<file path="src/rtl/data_sram_bridge.sv">
// data_sram_bridge
// Turns the core's single-cycle data_sram_* access into a req/addr_ok/data_ok
// bus transaction and stalls the pipeline until that transaction completes.
// Read data stays in a buffer and is presented to the core in the release cycle.
// Optional stall-cycle counter port: define DATA_SRAM_BRIDGE_STALL_CNT_EN.
module data_sram_bridge #(
    parameter int CNT_WIDTH  = 32,
    parameter int ADDR_WIDTH = 32
) (
    input  logic                  clk,
    input  logic                  rst,
    input  logic                  data_sram_en,
    input  logic [3:0]            data_sram_wen,
    input  logic [ADDR_WIDTH-1:0] data_sram_addr,
    input  logic [31:0]           data_sram_wdata,
    output logic [31:0]           data_sram_rdata,
    output logic                  stallreq,
    output logic                  data_req,
    output logic                  data_wr,
    output logic [1:0]            data_size,
    output logic [ADDR_WIDTH-1:0] data_addr,
    output logic [31:0]           data_wdata,
    input  logic                  data_addr_ok,
    input  logic [31:0]           data_rdata,
    input  logic                  data_data_ok
`ifdef DATA_SRAM_BRIDGE_STALL_CNT_EN
    ,
    output logic [CNT_WIDTH-1:0]  stall_cnt
`endif
);

    typedef enum logic [1:0] {
        IDLE = 2'd0,
        REQ  = 2'd1,
        WAIT = 2'd2,
        DONE = 2'd3
    } state_t;

    state_t                r_state;
    state_t                w_next;

    logic                  r_wr;
    logic [1:0]            r_size;
    logic [ADDR_WIDTH-1:0] r_addr;
    logic [31:0]           r_wdata;
    logic [31:0]           r_rdata_buf;

    logic                  w_wr;
    logic [1:0]            w_size;
    logic [1:0]            w_off;
    logic                  w_rd_capture;

    // Bus size/offset from the byte enables; reads and odd patterns go out as aligned words
    always_comb begin
        w_wr   = |data_sram_wen;
        w_size = 2'd2;
        w_off  = 2'b00;
        case (data_sram_wen)
            4'b0011: begin w_size = 2'd1; w_off = 2'b00; end
            4'b1100: begin w_size = 2'd1; w_off = 2'b10; end
            4'b0001: begin w_size = 2'd0; w_off = 2'b00; end
            4'b0010: begin w_size = 2'd0; w_off = 2'b01; end
            4'b0100: begin w_size = 2'd0; w_off = 2'b10; end
            4'b1000: begin w_size = 2'd0; w_off = 2'b11; end
            default: begin w_size = 2'd2; w_off = 2'b00; end
        endcase
    end

    // State register
    always_ff @(posedge clk) begin
        if (rst) r_state <= IDLE;
        else     r_state <= w_next;
    end

    // Next state plus the combinational stall/request outputs
    always_comb begin
        w_next   = r_state;
        stallreq = 1'b0;
        data_req = 1'b0;
        case (r_state)
            IDLE: begin
                // stall in the very cycle the core presents the access
                stallreq = data_sram_en;
                if (data_sram_en) w_next = REQ;
            end
            REQ: begin
                stallreq = 1'b1;
                data_req = 1'b1;
                if (data_addr_ok) w_next = data_data_ok ? DONE : WAIT;
            end
            WAIT: begin
                stallreq = 1'b1;
                if (data_data_ok) w_next = DONE;
            end
            DONE: begin
                // one free cycle; the access still on the port is the finished one
                w_next = IDLE;
            end
            default: w_next = IDLE;
        endcase
    end

    // Read data arrives either together with addr_ok or later in WAIT
    assign w_rd_capture = !r_wr && data_data_ok &&
                          ((r_state == REQ && data_addr_ok) || r_state == WAIT);

    // Request capture in IDLE and read-data buffer
    always_ff @(posedge clk) begin
        if (rst) begin
            r_wr        <= 1'b0;
            r_size      <= 2'd0;
            r_addr      <= '0;
            r_wdata     <= 32'd0;
            r_rdata_buf <= 32'd0;
        end else begin
            if (r_state == IDLE && data_sram_en) begin
                r_wr    <= w_wr;
                r_size  <= w_size;
                r_addr  <= {data_sram_addr[ADDR_WIDTH-1:2], w_off};
                r_wdata <= data_sram_wdata;
            end
            if (w_rd_capture) r_rdata_buf <= data_rdata;
        end
    end

    assign data_wr         = r_wr;
    assign data_size       = r_size;
    assign data_addr       = r_addr;
    assign data_wdata      = r_wdata;
    // buffer keeps the last load through later stores and idle cycles
    assign data_sram_rdata = r_rdata_buf;

`ifdef DATA_SRAM_BRIDGE_STALL_CNT_EN
    logic [CNT_WIDTH-1:0] r_stall_cnt;

    // Count stalled cycles, wrapping naturally at the counter width
    always_ff @(posedge clk) begin
        if (rst)           r_stall_cnt <= '0;
        else if (stallreq) r_stall_cnt <= r_stall_cnt + CNT_WIDTH'(1);
    end

    assign stall_cnt = r_stall_cnt;
`else
    // counter width is only meaningful when the counter is built
    if (CNT_WIDTH > 0) begin : g_no_stall_cnt
    end
`endif

endmodule
</file>
<file path="config.mk">
export PLATFORM = sky130hd
export DESIGN_NAME = data_sram_bridge
export DESIGN_NICKNAME = d
export VERILOG_FILES = /design/src/rtl/data_sram_bridge.sv
export SDC_FILE = /design/constraint.sdc
export NUM_CORES = 1
export LEC_CHECK = 0
export ABC_AREA = 1
export BUFFER_PORTS_ARGS = -buffer_cell sky130_fd_sc_hd__buf_4
export CAP_MARGIN = 20
export CORE_ASPECT_RATIO = 0.7
export CORE_MARGIN = 1
export CORE_UTILIZATION = 44
export CTS_BUF_LIST = sky130_fd_sc_hd__clkbuf_8
export CTS_CLUSTER_SIZE = 10
export DETAILED_ROUTE_END_ITERATION = 7
export PLACE_DENSITY = 0.87
export SLEW_MARGIN = 20
export SYNTH_ARGS = -nofsm -noshare
export SYNTH_HDL_FRONTEND = slang
export SYNTH_SLANG_ARGS = --single-unit
export TNS_END_PERCENT = 50
</file>
<file path="constraint.sdc">
create_clock -name clk -period 3.5 [get_ports clk]
set_input_delay 0.175 -clock clk [delete_from_list [all_inputs] [get_ports clk]]
set_output_delay 0.175 -clock clk [all_outputs]
set_load 0.02 [all_outputs]
</file>
==> results.sh <==
export IMPL_outcome="finished with violations"
export IMPL_violations="design-rule violations"
export IMPL_yosysTopAreaCellShare_pct=52.9
export IMPL_timing_setup_critical_path_class="reg -> out"
export IMPL_number_of_placed_instances_with_taps_included=775
export IMPL_use_met2_pct=38.2
export IMPL_power_combinational_fraction_pct=43.1
export IMPL_antenna_found_initial=0
export IMPL_report_final_setup_viol=0
export IMPL_grt_overflow_total=0
export IMPL_cts_root_buffer="clkbuf_8"
export IMPL_post_layout_instance_count_excluding_filler_cells=791
export IMPL_multi_input_area_mm2=0.00151
export IMPL_cts_inserted_buffers=9
export IMPL_skew_ns=0.00367
export IMPL_vdd_ir_drop_worst_uv=352
export IMPL_diodes=0
export IMPL_core_area_mm2=0.00844
export IMPL_critPathCaptureType="output port"
export IMPL_drt_first_pass_iters=6
export IMPL_footprint_of_the_flip_flops_and_latches_mm2=0.00202
export IMPL_syn_area_per_cell_um2=7.93
export IMPL_setup_ws_ns=1.39
export IMPL_place_ws_ns=1.46
export IMPL_finalNetCount=776
export IMPL_routed_via_count=3791
export IMPL_synthDominantAreaCellType="dfxtp_1"
export IMPL_seq_power_share_pct=40.0
export IMPL_clock_period_minus_worst_slack_ns=2.11
export IMPL_number_of_max_slew_violations_in_the_final_report=0
export IMPL_drive_gt1_share_pct=33.7
export IMPL_crit_end="stallreq"
export IMPL_grt_met3_usage_pct=7.29
export IMPL_final_cell_mix="206 x buf_4, 130 x nor2_1, 101 x dfxtp_1"
export IMPL_slew_headroom_pct=54.3
export IMPL_h_tree_depth=3
export IMPL_fin_tns_setup_ns=0
export IMPL_area_growth_syn_to_layout_pct=42.9
export IMPL_yosys_warn_count=0
export IMPL_port_buffers=203
export IMPL_crit_path_max_incr_delay_ns=0.48
export IMPL_grt_setup_unrepaired="false"
export IMPL_synth_distinct_cells=19
export IMPL_netlist_area_mm2=0.00382
export IMPL_grt_pass1_vias=3480
export IMPL_clock_insertion_delay_worst_skew_ns=0.35
export IMPL_die_y_um=80.0
export IMPL_total_switching_power_mw=1.56
export IMPL_numClockSinks=101
export IMPL_postRouteAntennaNets=0
export IMPL_initial_core_utilization_pct=45.2
export IMPL_finalCritPeriodShare_pct=60.4
export IMPL_cts_setup_buffers=0
export IMPL_synthesis_stage_register_bit_count=101
export IMPL_post_detailed_route_drc_marker_count=2
export IMPL_grt_use_met1_pct=24.6
export IMPL_gp_congestion=0.740
export IMPL_power_report_internal_total_mw=2.36
export IMPL_cp_arrival_ns=1.94
export IMPL_cts_repair_resize_count=0
export IMPL_finalCoreUtilization_pct=64.7
export IMPL_place_hpwl_um=7160
export IMPL_worst_r2r_path_depth=7
export IMPL_syn_inst=482
export IMPL_drt_initial_drc_count=195
export IMPL_die_width_um=113
export IMPL_final_fill_count=717
export IMPL_highest_utilization_routing_layer_at_the_global_route_stage="met2"
export IMPL_power_share_switching_pct=39.8
export IMPL_critical_path_peak_fanout=39
export IMPL_critical_path_slowest_cell="inv_2"
export IMPL_grtUsageTotal_pct=21.6
export IMPL_cap_violations=0
export IMPL_totalWireLength_um=9990
export IMPL_wl_per_cell_um=12.6
export IMPL_cts_reportedPaths_clkPinSlew_ns=0.09
export IMPL_p_leak_nw=2.55
export IMPL_worst_endpoint_required_ns=3.32
export IMPL_ys_seq_area_share_pct=52.9
export IMPL_pwr_density_cell_mw_per_mm2=719
export IMPL_r2r_setup_slack_ns=1.47
export IMPL_design_die_area_mm2=0.00906
export IMPL_clock_tree_buffer_depth=2
export IMPL_syn_nets=592
export IMPL_cts_hold_buf=0
export IMPL_timing_critical_path_from_type="flop"
export IMPL_final_hold_viol_count=0
export IMPL_largest_net_degree_at_the_start_of_global_routing=68
export IMPL_rr_endpoint="data_sram_rdata[21]"
export IMPL_r2r_start="r_state[1]"
export IMPL_grt_first_pass_wirelength_um=15500
export IMPL_tritoncts="done"
export IMPL_ranking_of_synthesized_cells_by_area="dfxtp_1 53%, nor2_1 13%, o21ai_0 8.1%"
export IMPL_io_pins=206
export IMPL_worst_tran_pin_value_ns=0.682
export IMPL_power_frac_clock_pct=16.9
export IMPL_avgViaCountPerCell=4.79
export IMPL_crit_start="r_state[0]"
export IMPL_layout_commonest_cell="buf_4"
export IMPL_cp_cell_sequence="inv_1, ha_1, nand2_2, inv_2, nor2_1, nor2_1, buf_4"
export IMPL_hold_path_class="in -> reg"
export IMPL_rows=28
export IMPL_clock_fmax_ghz=0.473
export IMPL_timing_critical_path_mode_cell="nor2_1"
==> cell usage after synthesis, drive strengths merged <==
cell,instances
o211a,1
clkbuf,11
clkinv,1
buf,22
nand3,39
inv,14
a21oi,38
o21ai,62
nor2,131
nand4,1
nand2,56
dfxtp,101
ha,5
==> logic make-up after synthesis <==
kind of cell,count (synthesis),share of synthesized area [%]
simple gates,227,24.4
compound gates,101,13.4
flops,101,52.9
buf+inv,48,7.66
fa+ha+maj,5,1.64
==> state kept, by name, summed over array words and instances (netlist names) <==
signal,count
data_size,2
data_wr,1
data_addr,32
data_sram_rdata,32
data_wdata,32
r_state,2
==> critical path: cells and delay by family (launching register included) <==
kind | cells | cell delay, ns
buffers and inverters | 3 | 0.77
AND/OR/NAND/NOR | 3 | 0.25
flip-flops | 1 | 0.36
adder cells (fa/ha/maj) | 1 | 0.20
==> through the flow <==
step	total power, mW	cell area (µm²)	hold slack (ns)
6_report	3.92	5460	0.0704
5_1_grt	4.20	5460	0.0561
4_1_cts	3.96	5460	0.0531
3_5_place_dp	3.29	5280	0.436
3_3_place_gp	3.23	5280	0.424
2_1_floorplan	2.72	3820	0.338
==> how the worst min path moves through the flow <==
stage	to	start	cells past startpoint	slack [ns]
final	data_addr[9]	data_sram_addr[9]	3	0.07
after global routing	data_addr[9]	data_sram_addr[9]	3	0.06
after CTS	data_addr[9]	data_sram_addr[9]	3	0.05
after detailed placement	data_wdata[7]	data_sram_wdata[7]	3	0.44
after global placement	data_wdata[2]	data_sram_wdata[2]	3	0.42
after floorplan	data_addr[29]	data_sram_addr[29]	2	0.34
==> power by group through the flow <==
| stage | clock [mW] | sequential, mW | combinational, mW |
|---|---|---|---|
| finish | 0.664 | 1.57 | 1.69 |
| global route | 0.739 | 1.60 | 1.86 |
| CTS | 0.687 | 1.57 | 1.70 |
| detailed placement | 0 | 1.60 | 1.70 |
| global placement | 0 | 1.58 | 1.65 |
| floorplan | 0 | 1.89 | 0.824 |
==> routing by layer <==
metal  part of all wire (%)  wire (µm)  vias to the layer above
met2                     50       5000                      126
met3                    6.3        628                       11
li1                       -          -                     1920
met5                      0          0                        -
met4                   0.97         97                        0
met1                     43       4260                     1734
==> final cells by class <==
class | instances | share of cell area, %
sequential | 101 | 37.0
timing repair buffer | 206 | 28.3
clock buffer | 11 | 2.77
inverter | 15 | 1.03
tap | 120 | 2.75
clock inverter | 5 | 0.504
multi-input combinational | 333 | 27.6
Power figures use the tool's default switching activity.
